File: src/rtl/aprsc_pkg.sv
// Shared types and helpers for the G.726 adaptive predictor (APRSC).
// Optional synchronous clear of the delay lines is enabled with APRSC_CLEAR_EN.
package aprsc_pkg;

   // 11-bit G.726 float word: sign, 4-bit exponent, 6-bit normalised mantissa
   typedef struct packed {
      logic       s;
      logic [3:0] exp;
      logic [5:0] mant;
   } fl_word_t;

   typedef enum logic {
      ST_IDLE = 1'b0,
      ST_BUSY = 1'b1
   } state_e;

   localparam fl_word_t   FL_ZERO     = '{s: 1'b0, exp: 4'd0, mant: 6'd32};
   localparam int         N_PROD      = 8;
   localparam logic [2:0] LAST_B_STEP = 3'd5;
   localparam logic [2:0] LAST_STEP   = 3'(N_PROD - 1);

   function automatic logic [3:0] bitlen15(input logic [14:0] mag);
      logic [3:0] n;
      n = 4'd0;
      for (int i = 0; i < 15; i++) begin
         if (mag[i]) n = 4'(i + 1);
      end
      return n;
   endfunction

   // A zero magnitude still carries mantissa 32 so that float zero is 11'd32
   function automatic logic [5:0] fl_mant(input logic [14:0] mag, input logic [3:0] exp);
      if (mag == 15'd0) return 6'd32;
      return 6'({mag, 6'b0} >> exp);
   endfunction

   function automatic fl_word_t fl_pack(input logic s, input logic [14:0] mag);
      fl_word_t w;
      w.s    = s;
      w.exp  = bitlen15(mag);
      w.mant = fl_mant(mag, w.exp);
      return w;
   endfunction

   // dq arrives sign-magnitude
   function automatic fl_word_t floata(input logic [15:0] dq);
      return fl_pack(dq[15], dq[14:0]);
   endfunction

   // sr arrives two's complement; -32768 folds to magnitude 0
   function automatic fl_word_t floatb(input logic [15:0] sr);
      return fl_pack(sr[15], 15'(sr[15] ? 16'(-sr) : sr));
   endfunction

endpackage

File: src/rtl/aprsc_if.sv
// Request/result bundle between the coefficient-update/quantizer side and the APRSC.
// Carries the optional clr request when APRSC_CLEAR_EN is defined.
interface aprsc_if;
   // pred_start and upd are one-cycle requests, honoured only in a cycle where
   // busy=0 (upd wins a tie); coefficients must stay stable while busy=1, and
   // pred_done pulses for one cycle when se/sez carry the new estimate.
   logic        pred_start;
   logic [15:0] a1, a2;
   logic [15:0] b1, b2, b3, b4, b5, b6;
   logic        upd;
   logic [15:0] dq;
`ifdef APRSC_CLEAR_EN
   logic        clr;
`endif
   logic        busy;
   logic        pred_done;
   logic [14:0] se, sez;
   logic [15:0] sr;

   modport master (
`ifdef APRSC_CLEAR_EN
      output clr,
`endif
      output pred_start, a1, a2, b1, b2, b3, b4, b5, b6, upd, dq,
      input  busy, pred_done, se, sez, sr
   );

   modport slave (
`ifdef APRSC_CLEAR_EN
      input  clr,
`endif
      input  pred_start, a1, a2, b1, b2, b3, b4, b5, b6, upd, dq,
      output busy, pred_done, se, sez, sr
   );
endinterface

File: src/rtl/aprsc_fmult.sv
// Combinational G.726 FMULT: 16-bit TC coefficient times 11-bit float delay word.
module aprsc_fmult
   import aprsc_pkg::*;
(
   input  logic [15:0] an,
   input  fl_word_t    xn,
   output logic [15:0] wn
);

   logic [15:0] an_abs;
   logic [12:0] an_mag;
   logic [3:0]  an_exp;
   logic [5:0]  an_mant;
   logic [12:0] prod;
   logic [7:0]  wmant;
   logic [4:0]  wexp;
   logic [16:0] wide;
   logic [14:0] wmag;

   always_comb begin
      an_abs  = an[15] ? 16'(-an) : an;
      // |-32768|>>2 does not fit 13 bits and wraps to zero, as in the reference
      an_mag  = 13'(an_abs >> 2);
      an_exp  = bitlen15({2'b00, an_mag});
      an_mant = fl_mant({2'b00, an_mag}, an_exp);

      prod  = {7'b0, xn.mant} * {7'b0, an_mant} + 13'd48;
      wmant = 8'(prod >> 4);
      wexp  = {1'b0, xn.exp} + {1'b0, an_exp};
      wide  = {2'b00, wmant, 7'b0};

      if (wexp <= 5'd26) begin
         wmag = 15'(wide >> (5'd26 - wexp));
      end else begin
         wmag = 15'(wide << (wexp - 5'd26));
      end

      wn = (xn.s ^ an[15]) ? 16'(-{1'b0, wmag}) : {1'b0, wmag};
   end

endmodule

File: src/rtl/aprsc_pred.sv
// G.726 adaptive predictor / reconstructed-signal calculator for one ADPCM channel.
// Define APRSC_CLEAR_EN to add the synchronous clr request on the interface.
module aprsc_pred
   import aprsc_pkg::*;
(
   input  logic    clk,
   input  logic    reset,
   input  logic    scan_in0,
   input  logic    scan_in1,
   input  logic    scan_in2,
   input  logic    scan_in3,
   input  logic    scan_in4,
   input  logic    scan_enable,
   input  logic    test_mode,
   output logic    scan_out0,
   output logic    scan_out1,
   output logic    scan_out2,
   output logic    scan_out3,
   output logic    scan_out4,
   aprsc_if.slave  bus
);

   state_e      state_q, state_d;
   logic [2:0]  step_q, step_d;
   logic [15:0] acc_q, acc_d;
   logic [14:0] sezi_q, sezi_d;
   logic [14:0] se_q, se_d;
   logic [14:0] sez_q, sez_d;
   logic [15:0] sr_q, sr_d;
   logic        pred_done_q, pred_done_d;
   fl_word_t    dq_line_q [6];
   fl_word_t    dq_line_d [6];
   fl_word_t    sr_line_q [2];
   fl_word_t    sr_line_d [2];

   logic [15:0] coef_vec [8];
   fl_word_t    x_vec [8];
   logic [15:0] mul_coef;
   fl_word_t    mul_x;
   logic [15:0] prod_w;
   logic [15:0] acc_sum;
   logic [15:0] dq_tc;
   logic [15:0] sr_new;
   logic        clr_req;
   logic        unused_dft;

   assign unused_dft = ^{scan_in0, scan_in1, scan_in2, scan_in3, scan_in4,
                         scan_enable, test_mode};
   assign scan_out0 = 1'b0;
   assign scan_out1 = 1'b0;
   assign scan_out2 = 1'b0;
   assign scan_out3 = 1'b0;
   assign scan_out4 = 1'b0;

`ifdef APRSC_CLEAR_EN
   assign clr_req = bus.clr;
`else
   assign clr_req = 1'b0;
`endif

   // Step order b1..b6 then a2, a1 so the zero-part sum is complete after step 5
   always_comb begin
      coef_vec = '{bus.b1, bus.b2, bus.b3, bus.b4, bus.b5, bus.b6, bus.a2, bus.a1};
      x_vec    = '{dq_line_q[0], dq_line_q[1], dq_line_q[2], dq_line_q[3],
                   dq_line_q[4], dq_line_q[5], sr_line_q[1], sr_line_q[0]};
      mul_coef = coef_vec[step_q];
      mul_x    = x_vec[step_q];
   end

   aprsc_fmult u_fmult (
      .an (mul_coef),
      .xn (mul_x),
      .wn (prod_w)
   );

   assign acc_sum = acc_q + prod_w;

   always_comb begin
      state_d     = state_q;
      step_d      = step_q;
      acc_d       = acc_q;
      sezi_d      = sezi_q;
      se_d        = se_q;
      sez_d       = sez_q;
      sr_d        = sr_q;
      pred_done_d = 1'b0;
      dq_line_d   = dq_line_q;
      sr_line_d   = sr_line_q;

      dq_tc  = bus.dq[15] ? 16'(-{1'b0, bus.dq[14:0]}) : {1'b0, bus.dq[14:0]};
      sr_new = {se_q[14], se_q} + dq_tc;

      case (state_q)
         ST_IDLE: begin
            if (clr_req) begin
               se_d  = 15'd0;
               sez_d = 15'd0;
               sr_d  = 16'd0;
               for (int i = 0; i < 6; i++) dq_line_d[i] = FL_ZERO;
               for (int i = 0; i < 2; i++) sr_line_d[i] = FL_ZERO;
            end else if (bus.upd) begin
               sr_d = sr_new;
               for (int i = 5; i > 0; i--) dq_line_d[i] = dq_line_q[i-1];
               dq_line_d[0] = floata(bus.dq);
               sr_line_d[1] = sr_line_q[0];
               sr_line_d[0] = floatb(sr_new);
            end else if (bus.pred_start) begin
               state_d = ST_BUSY;
               step_d  = 3'd0;
               acc_d   = 16'd0;
            end
         end
         ST_BUSY: begin
            acc_d  = acc_sum;
            step_d = step_q + 3'd1;
            if (step_q == LAST_B_STEP) sezi_d = acc_sum[15:1];
            if (step_q == LAST_STEP) begin
               se_d        = acc_sum[15:1];
               sez_d       = sezi_q;
               pred_done_d = 1'b1;
               step_d      = 3'd0;
               state_d     = ST_IDLE;
            end
         end
         default: state_d = ST_IDLE;
      endcase
   end

   always_ff @(posedge clk or negedge reset) begin
      if (!reset) begin
         state_q     <= ST_IDLE;
         step_q      <= 3'd0;
         acc_q       <= 16'd0;
         sezi_q      <= 15'd0;
         se_q        <= 15'd0;
         sez_q       <= 15'd0;
         sr_q        <= 16'd0;
         pred_done_q <= 1'b0;
         for (int i = 0; i < 6; i++) dq_line_q[i] <= FL_ZERO;
         for (int i = 0; i < 2; i++) sr_line_q[i] <= FL_ZERO;
      end else begin
         state_q     <= state_d;
         step_q      <= step_d;
         acc_q       <= acc_d;
         sezi_q      <= sezi_d;
         se_q        <= se_d;
         sez_q       <= sez_d;
         sr_q        <= sr_d;
         pred_done_q <= pred_done_d;
         dq_line_q   <= dq_line_d;
         sr_line_q   <= sr_line_d;
      end
   end

   assign bus.busy      = (state_q == ST_BUSY);
   assign bus.pred_done = pred_done_q;
   assign bus.se        = se_q;
   assign bus.sez       = sez_q;
   assign bus.sr        = sr_q;

endmodule

File: src/flat_wrapper.sv
// flat-port wrapper written by rule: the top's interface ports become plain ports
module aprsc_pred_flat import aprsc_pkg::*;
  (clk, reset, scan_in0, scan_in1, scan_in2, scan_in3, scan_in4, scan_enable, test_mode, scan_out0, scan_out1, scan_out2, scan_out3, scan_out4, bus_pred_start, bus_a1, bus_a2, bus_b1, bus_b2, bus_b3, bus_b4, bus_b5, bus_b6, bus_upd, bus_dq, bus_busy, bus_pred_done, bus_se, bus_sez, bus_sr);
  aprsc_if bus_i ();
  input  logic clk;
  input  logic reset;
  input  logic scan_in0;
  input  logic scan_in1;
  input  logic scan_in2;
  input  logic scan_in3;
  input  logic scan_in4;
  input  logic scan_enable;
  input  logic test_mode;
  output logic scan_out0;
  output logic scan_out1;
  output logic scan_out2;
  output logic scan_out3;
  output logic scan_out4;
  input wire logic [$bits(bus_i.pred_start)-1:0] bus_pred_start;
  input wire logic [$bits(bus_i.a1)-1:0] bus_a1;
  input wire logic [$bits(bus_i.a2)-1:0] bus_a2;
  input wire logic [$bits(bus_i.b1)-1:0] bus_b1;
  input wire logic [$bits(bus_i.b2)-1:0] bus_b2;
  input wire logic [$bits(bus_i.b3)-1:0] bus_b3;
  input wire logic [$bits(bus_i.b4)-1:0] bus_b4;
  input wire logic [$bits(bus_i.b5)-1:0] bus_b5;
  input wire logic [$bits(bus_i.b6)-1:0] bus_b6;
  input wire logic [$bits(bus_i.upd)-1:0] bus_upd;
  input wire logic [$bits(bus_i.dq)-1:0] bus_dq;
  output wire logic [$bits(bus_i.busy)-1:0] bus_busy;
  output wire logic [$bits(bus_i.pred_done)-1:0] bus_pred_done;
  output wire logic [$bits(bus_i.se)-1:0] bus_se;
  output wire logic [$bits(bus_i.sez)-1:0] bus_sez;
  output wire logic [$bits(bus_i.sr)-1:0] bus_sr;
  assign bus_i.pred_start = bus_pred_start;
  assign bus_i.a1 = bus_a1;
  assign bus_i.a2 = bus_a2;
  assign bus_i.b1 = bus_b1;
  assign bus_i.b2 = bus_b2;
  assign bus_i.b3 = bus_b3;
  assign bus_i.b4 = bus_b4;
  assign bus_i.b5 = bus_b5;
  assign bus_i.b6 = bus_b6;
  assign bus_i.upd = bus_upd;
  assign bus_i.dq = bus_dq;
  assign bus_busy = bus_i.busy;
  assign bus_pred_done = bus_i.pred_done;
  assign bus_se = bus_i.se;
  assign bus_sez = bus_i.sez;
  assign bus_sr = bus_i.sr;
  aprsc_pred u_core (.clk(clk), .reset(reset), .scan_in0(scan_in0), .scan_in1(scan_in1), .scan_in2(scan_in2), .scan_in3(scan_in3), .scan_in4(scan_in4), .scan_enable(scan_enable), .test_mode(test_mode), .scan_out0(scan_out0), .scan_out1(scan_out1), .scan_out2(scan_out2), .scan_out3(scan_out3), .scan_out4(scan_out4), .bus(bus_i));
endmodule
File: config.mk
export PLATFORM = sky130hd
export DESIGN_NAME = aprsc_pred_flat
export DESIGN_NICKNAME = d
export VERILOG_FILES = /design/src/rtl/aprsc_pkg.sv /design/src/rtl/aprsc_if.sv /design/src/rtl/aprsc_fmult.sv /design/src/rtl/aprsc_pred.sv /design/src/flat_wrapper.sv
export SDC_FILE = /design/constraint.sdc
export NUM_CORES = 1
export LEC_CHECK = 0
export CORE_MARGIN = 8
export CORE_UTILIZATION = 55
export DETAILED_ROUTE_END_ITERATION = 8
export DONT_BUFFER_PORTS = 1
export PLACE_DENSITY = 0.81
export SLEW_MARGIN = 5
export SYNTH_ARGS = -nofsm -noshare
export SYNTH_HDL_FRONTEND = slang
export SYNTH_SLANG_ARGS = --single-unit
File: constraint.sdc
create_clock -name clk -period 18.06 [get_ports clk]
set_input_delay 5.418 -clock clk [delete_from_list [all_inputs] [get_ports clk]]
set_output_delay 5.418 -clock clk [all_outputs]
set_load 0.01 [all_outputs]
==> results of run 1 <==
## worst min-delay path by stage
stage	from	slack, ns	endpoint
floorplan	u_core.sr_line_q[5]	0.44	u_core.sr_line_q[5]
global placement	u_core.dq_line_q[5]	0.45	u_core.dq_line_q[5]
detailed placement	u_core.sr_line_q[5]	0.45	u_core.sr_line_q[5]
CTS	u_core.dq_line_q[5]	0.47	u_core.dq_line_q[5]
global route	u_core.dq_line_q[16]	0.49	u_core.dq_line_q[5]
finish	u_core.dq_line_q[5]	0.47	u_core.dq_line_q[5]
## cell families (layout without fill, tap and decap cells)
group                      after synthesis  count (layout)  synth area share
AOI/OAI and AO/OA                      452             452             0.199
other                                    1               5          0.000243
buffers and inverters                  170             123            0.0449
DFF                                    169             169             0.275
xor gates and xnor gates                86              86            0.0493
adders and majority gates               90              90            0.0832
and+or+nand+nor                        692             692             0.203
muxes                                  150             150             0.146
## final cells by class
| class | instances | area (um2) |
|---|---|---|
| multi-input combinational | 1475 | 10500 |
| tap | 378 | 473 |
| clock inverter | 15 | 174 |
| timing repair buffer | 26 | 195 |
| clock buffer | 17 | 425 |
| fill | 2358 | 11400 |
| inverter | 65 | 244 |
| sequential | 169 | 4250 |
## critical path, delay by kind of cell
| family | cells | cell delay [ns] |
|---|---|---|
| AO/OA/AOI/OAI | 22 | 5.04 |
| XOR/XNOR | 3 | 0.68 |
| adder cells (fa/ha/maj) | 7 | 2.76 |
| buffers and inverters | 4 | 0.32 |
| multiplexers | 4 | 1.30 |
| AND/OR/NAND/NOR | 8 | 1.94 |
## through the flow
stage          hold slack (ns)  setup WS, ns
3_5_place_dp             0.450         0.355
5_1_grt                  0.489        0.0139
6_report                 0.468         0.865
2_1_floorplan            0.437          1.42
3_3_place_gp             0.448         0.604
4_1_cts                  0.466         0.736
## placed cells by master (no fill, tap or decap), types with 47 or more instances in the layout
master                    instances
sky130_fd_sc_hd__nand2_1        366
sky130_fd_sc_hd__ha_1            69
sky130_fd_sc_hd__o21ai_0        119
sky130_fd_sc_hd__nor2_1         116
sky130_fd_sc_hd__mux2i_1         47
sky130_fd_sc_hd__xnor2_1         56
sky130_fd_sc_hd__dfrtp_1        158
sky130_fd_sc_hd__mux4_2          53
sky130_fd_sc_hd__a21oi_1         79
sky130_fd_sc_hd__inv_1           64
## routing by layer
metal  vias to the layer above  GRT usage
met5                         -          0
met4                         2     0.0924
met3                        94     0.0381
met2                       571      0.417
met1                      6768      0.315
li1                       6448          -
## registers in the layout, indices dropped and copies added (netlist names)
name,cells
u_core.dq_line_q,66
u_core.bus.se,15
u_core.sezi_q,15
u_core.sr_line_q,21
u_core.bus.sr,16
u_core.bus.pred_done,1
u_core.step_q,3
u_core.acc_q,16
u_core.bus.sez,15
u_core.bus.busy,1
## repair_timing
action | 4_1_cts | 5_1_grt
buffers inserted | 0 | 1
hold buffers | 0 | 0
setup endpoints to repair | 0 | 8
gates resized for setup | 0 | 1
==> qor.log, run 1 <==
qor: grt.via_count_of_the_first_global_routing_pass 13.5k
qor: worst_setup_path.r2r_end u_core.sezi_q[14]
qor: detailed_routing.met3RoutedLength 2860 um
qor: floorplanning.initial_utilization 0.557
qor: placed_design.placed_cells 2112
qor: timing.final_tns_setup 0 ns
qor: detailed_routing.detail-route-antenna-nets 0
qor: worst_setup_path.ff2ff_setup_slack 4.79 ns
qor: floorplanning.core_area 0.0277 mm2
qor: worst_setup_path.setup.worst_path.class primary input to flip-flop
qor: final_layout.layout.cell_area.non_filler 0.0163 mm2
qor: synth.synth_cells 1810
qor: detailed_routing.drc_errors 0
qor: floorplanning.dieArea 0.0337 mm2
qor: clock_network.clock-root-buffer sky130_fd_sc_hd__clkbuf_16
qor: synth.synth.most_common_cell sky130_fd_sc_hd__nand2_1
qor: final_layout.post-route-util 0.588
qor: synth.syn_avg_cell_area 8.52 um2
qor: final_layout.final_cells 2145
qor: floorplanning.ios 208
qor: timing.slew_headroom 0.174
qor: placed_design.placement.cell_area 0.0157 mm2
qor: grt.initial_antenna_violation_count 1
qor: synth.async_flop_share 1.00
qor: timing.fmax 58.2 MHz
qor: grt.global_route.overflow_total 0
qor: worst_setup_path.worst_path_max_delay_cell sky130_fd_sc_hd__fa_1
qor: worst_setup_path.worstSetupEndpoint u_core.sezi_q[14]
qor: detailed_routing.met1_wl 17300 um
qor: final_layout.finalNetCount 1999
qor: grt.grt_start_max_net_pins 170
qor: synth.synthDominantAreaCellType sky130_fd_sc_hd__dfrtp_1
qor: synth.main_area_contributors_after_synthesis sky130_fd_sc_hd__dfrtp_1 (26%), sky130_fd_sc_hd__nand2_1 (8.9%), sky130_fd_sc_hd__mux4_2 (7.7%)
qor: worst_setup_path.cp_arrival 17.48 ns
qor: grt.grt_pass1_wl 68800 um
qor: clock_network.htree_num_levels 4
qor: detailed_routing.detailroute.wirelength.met2 21000 um
qor: clock_network.clk_transition_reported_paths 0.07 ns
qor: timing.report.final.slew_viol_count 0
qor: worst_setup_path.worstPathRequired 18.35 ns
qor: placed_design.dpl.hpwl 32200 um
qor: synth.synth.lib_cells_used.distinct 100
qor: timing.final_hold_viol_count 0
qor: worst_setup_path.endpoint_kind flip-flop
qor: synth.synth_seq_area_share 0.275
qor: detailed_routing.detailed_route_via_count 13.9k
qor: hold_path.hold_path_class flip-flop to flip-flop
qor: clock_network.tritoncts.num_buffers 17
qor: worst_setup_path.slowest_delay 0.59 ns
qor: clock_network.clock_path_buffers 2
qor: detailed_routing.top_signal_layer_used met5
qor: timing.final.period_utilization 0.952
qor: final_layout.layout-drive-gt1-share 0.115
qor: final_layout.syn_to_final_growth 5.68%
qor: worst_setup_path.crit_path_max_fanout 14
qor: worst_setup_path.worstSetupStartpointType primary input
qor: detailed_routing.detailedRoute.firstIterationViolations 1248
qor: floorplanning.placement_rows 61
qor: detailed_routing.wire_per_inst 19.8 um
qor: synth.dominantRegCellSynth sky130_fd_sc_hd__dfrtp_1
qor: flow_run.drv.max_cap_violation_count 0
qor: detailed_routing.wl 42400 um
qor: synth.mappedNetlistArea 0.0154 mm2
qor: detailed_routing.vias_per_cell 6.47
qor: grt.global_route.usage.total 0.247
qor: synth.synth_common_cells sky130_fd_sc_hd__nand2_1 (367), sky130_fd_sc_hd__dfrtp_1 (161), sky130_fd_sc_hd__o21ai_0 (119)
qor: timing.setup_viol 0
qor: timing.fin_worst_skew 0.0136 ns
qor: clock_network.clock_latency 0.44 ns
qor: hold_path.holdPathStages 2
qor: worst_setup_path.path_common_cell sky130_fd_sc_hd__a21oi_1
qor: synth.ys_seq_elements 169
qor: placed_design.io_buffer_count 0
qor: floorplanning.floorplan.die.height 183 um
qor: final_layout.n_antenna_cell 0
qor: worst_setup_path.timing.critical_path.from bus_a1[4]
qor: detailed_routing.first_pass_iters 5
qor: clock_network.cts_tree done
qor: timing.grt_setup_unrepaired no
qor: synth.synth_warnings 0
qor: worst_setup_path.worstReg2RegStart u_core.step_q[1]
qor: placed_design.gp_congestion 0.969
qor: clock_network.tritoncts_num_sinks 169
qor: synth.count_of_flip_flops_with_a_built_in_enable_after_synthesis 0
qor: run_status.outcome finished, final reports clean
qor: timing.timing_worst_slew_pin_value 1.23 ns
qor: floorplanning.fp.dieW 183 um
qor: timing.timing.final.crit_period 17.20 ns
qor: synth.synth.top_cell.area_share 0.261
qor: worst_setup_path.reg2reg_depth 49
Power of run 1 is not shown: default switching activity piles up to over one toggle a cycle in this logic, so the estimate is an artifact.
==> inputs of run 2 (changes only) <==
--- a/config.mk
+++ b/config.mk
@@ -8,8 +8,7 @@
 export CORE_MARGIN = 8
 export CORE_UTILIZATION = 55
 export DETAILED_ROUTE_END_ITERATION = 8
-export DONT_BUFFER_PORTS = 1
-export PLACE_DENSITY = 0.81
+export PLACE_DENSITY = 0.91
 export SLEW_MARGIN = 5
 export SYNTH_ARGS = -nofsm -noshare
 export SYNTH_HDL_FRONTEND = slang
==> run 2 against run 1 <==
Against the previous run:
- register-to-register slack better by 0.19 ns
- clock skew is 0.0015 ns higher
- worst hold slack worse by 0.011 ns
- largest cell class unchanged
==> qor.log, run 2 (same netlist as run 1, synthesis figures left out) <==
qor: run_status.outcome finished, final reports clean
qor: worst_setup_path.worstPathBufferInverterCount 9
qor: clock_network.clock_latency 0.44 ns
qor: placed_design.io_buffer_count 195
qor: worst_setup_path.r2r_end u_core.sezi_q[11]
qor: clock_network.cts_tree done
qor: detailed_routing.detail-route-antenna-nets 0
qor: timing.slew_headroom 0.173
qor: worst_setup_path.crit_path_max_fanout 14
qor: clock_network.htree_num_levels 4
qor: worst_setup_path.worst_path_max_delay_cell sky130_fd_sc_hd__or4b_2
qor: worst_setup_path.timing.critical_path.depth 54
qor: placed_design.gp_congestion 0.961
qor: floorplanning.core_area 0.0277 mm2
qor: detailed_routing.detailedRoute.firstIterationViolations 1536
qor: worst_setup_path.worstSetupStartpointType primary input
qor: detailed_routing.wire_per_inst 19.9 um
qor: final_layout.largest_register_ff_count 66
qor: floorplanning.dieArea 0.0337 mm2
qor: detailed_routing.drc_errors 0
qor: grt.grt_pass1_wl 74900 um
qor: hold_path.holdCritStartpoint u_core.dq_line_q[38]
qor: detailed_routing.top_signal_layer_used met4
qor: timing.grt_setup_unrepaired no
qor: clock_network.clock-root-buffer sky130_fd_sc_hd__clkbuf_16
qor: worst_setup_path.reg2reg_depth 53
qor: timing.final.period_utilization 0.968
qor: timing.timing_worst_slew_pin_value 1.23 ns
qor: detailed_routing.met3RoutedLength 3960 um
qor: worst_setup_path.timing.critical_path.from bus_b5[11]
qor: worst_setup_path.cp_arrival 17.86 ns
qor: hold_path.hold_path_class flip-flop to flip-flop
qor: detailed_routing.vias_per_cell 6.47
qor: placed_design.dpl.hpwl 34700 um
qor: clock_network.clk_transition_reported_paths 0.07 ns
qor: clock_network.clock_path_buffers 2
qor: floorplanning.placement_rows 61
qor: grt.initial_antenna_violation_count 4
qor: final_layout.layout_top_registers u_core.dq_line_q x66, u_core.sr_line_q x21
qor: timing.fmax 57.2 MHz
qor: timing.final_worst_path_setup_slack 0.577 ns
qor: worst_setup_path.worstSetupEndpoint u_core.sezi_q[11]
qor: grt.grt_start_max_net_pins 116
qor: final_layout.max_flop_register u_core.dq_line_q
qor: floorplanning.initial_utilization 0.557
qor: detailed_routing.first_pass_iters 8
qor: timing.timing.final.crit_period 17.48 ns
qor: grt.global_route.overflow_total 0
qor: detailed_routing.met1_wl 18100 um
qor: placed_design.post_placement_worst_setup_slack 0.0695 ns
qor: detailed_routing.detailed_route_via_count 15.2k
qor: final_layout.layout-drive-gt1-share 0.111
qor: worst_setup_path.ff2ff_setup_slack 4.98 ns
qor: worst_setup_path.path_delay_family compound AO/OA/AOI/OAI gates
qor: timing.setup_viol 0
qor: worst_setup_path.endpoint_kind flip-flop
qor: final_layout.finalNetCount 2206
qor: final_layout.layout.cells.most_common_list sky130_fd_sc_hd__nand2_1 (366), sky130_fd_sc_hd__clkdlybuf4s50_1 (194), sky130_fd_sc_hd__dfrtp_1 (158)
qor: grt.global_route.usage.total 0.270
qor: clock_network.tritoncts.num_buffers 17
qor: timing.final_hold_viol_count 0
qor: clock_network.tritoncts_num_sinks 169
qor: detailed_routing.wl 46900 um
qor: timing.fin_worst_skew 0.0151 ns
qor: floorplanning.fp.dieW 183 um
qor: flow_run.drv.max_cap_violation_count 0
qor: timing.report.final.slew_viol_count 0
qor: worst_setup_path.slowest_delay 0.63 ns
qor: floorplanning.floorplan.die.height 183 um
qor: timing.final_tns_setup 0 ns
qor: worst_setup_path.worstPathRequired 18.43 ns
qor: worst_setup_path.worstReg2RegStart u_core.step_q[1]
qor: detailed_routing.detailroute.wirelength.met2 23200 um
qor: final_layout.mostFrequentLayoutCell sky130_fd_sc_hd__nand2_1
qor: worst_setup_path.setup.worst_path.class primary input to flip-flop
qor: floorplanning.ios 208
qor: grt.via_count_of_the_first_global_routing_pass 14.8k
qor: final_layout.syn_to_final_growth 19.0%
[run 2: how the worst min path moves through the flow]
stage / to / cells past startpoint
floorplan: u_core.sr_line_q[5] / 2
global placement: u_core.dq_line_q[5] / 2
detailed placement: u_core.sr_line_q[2] / 2
CTS: u_core.dq_line_q[5] / 2
global route: u_core.dq_line_q[27] / 2
finish: u_core.dq_line_q[27] / 2
[run 2: worst min-delay path: cells and delay by family, from the launching register on]
kind / cells / cell delay, ns
and+or+nand+nor: 2 / 0.10
DFF: 1 / 0.37
[run 2: metrics by stage]
| step | utilization | hold slack, ns | instances | area [um2] |
|---|---|---|---|---|
| floorplan | - | 0.437 | 1814 | 15400 |
| global placement | 0.639 | 0.445 | 2315 | 17700 |
| detailed placement | 0.639 | 0.457 | 2315 | 17700 |
| CTS | 0.659 | 0.466 | 2347 | 18200 |
| global route | 0.662 | 0.475 | 2356 | 18300 |
| finish | 0.662 | 0.457 | 2356 | 18300 |
[run 2: metal layers]
metal / global-route usage / vias up
li1: - / 6860
met1: 0.333 / 7330
met2: 0.462 / 891
met3: 0.0478 / 156
met4: 0.108 / 0
met5: 0 / -
[run 2: what timing repair did]
item / 4_1_cts / 5_1_grt
buffers inserted: 0 / 5
gates resized for setup: 0 / 10
hold buffers: 0 / 0
endpoints found under the setup margin: 0 / 13
[run 2: final cells by class]
class,instances,area [um2]
inverter,65,244
tap,378,473
fill,2083,9360
clock buffer,21,470
sequential,169,4250
antenna,4,10.0
clock inverter,11,85.1
timing repair buffer,233,2240
multi-input combinational,1475,10600
Power of run 2 is left out for the same reason.
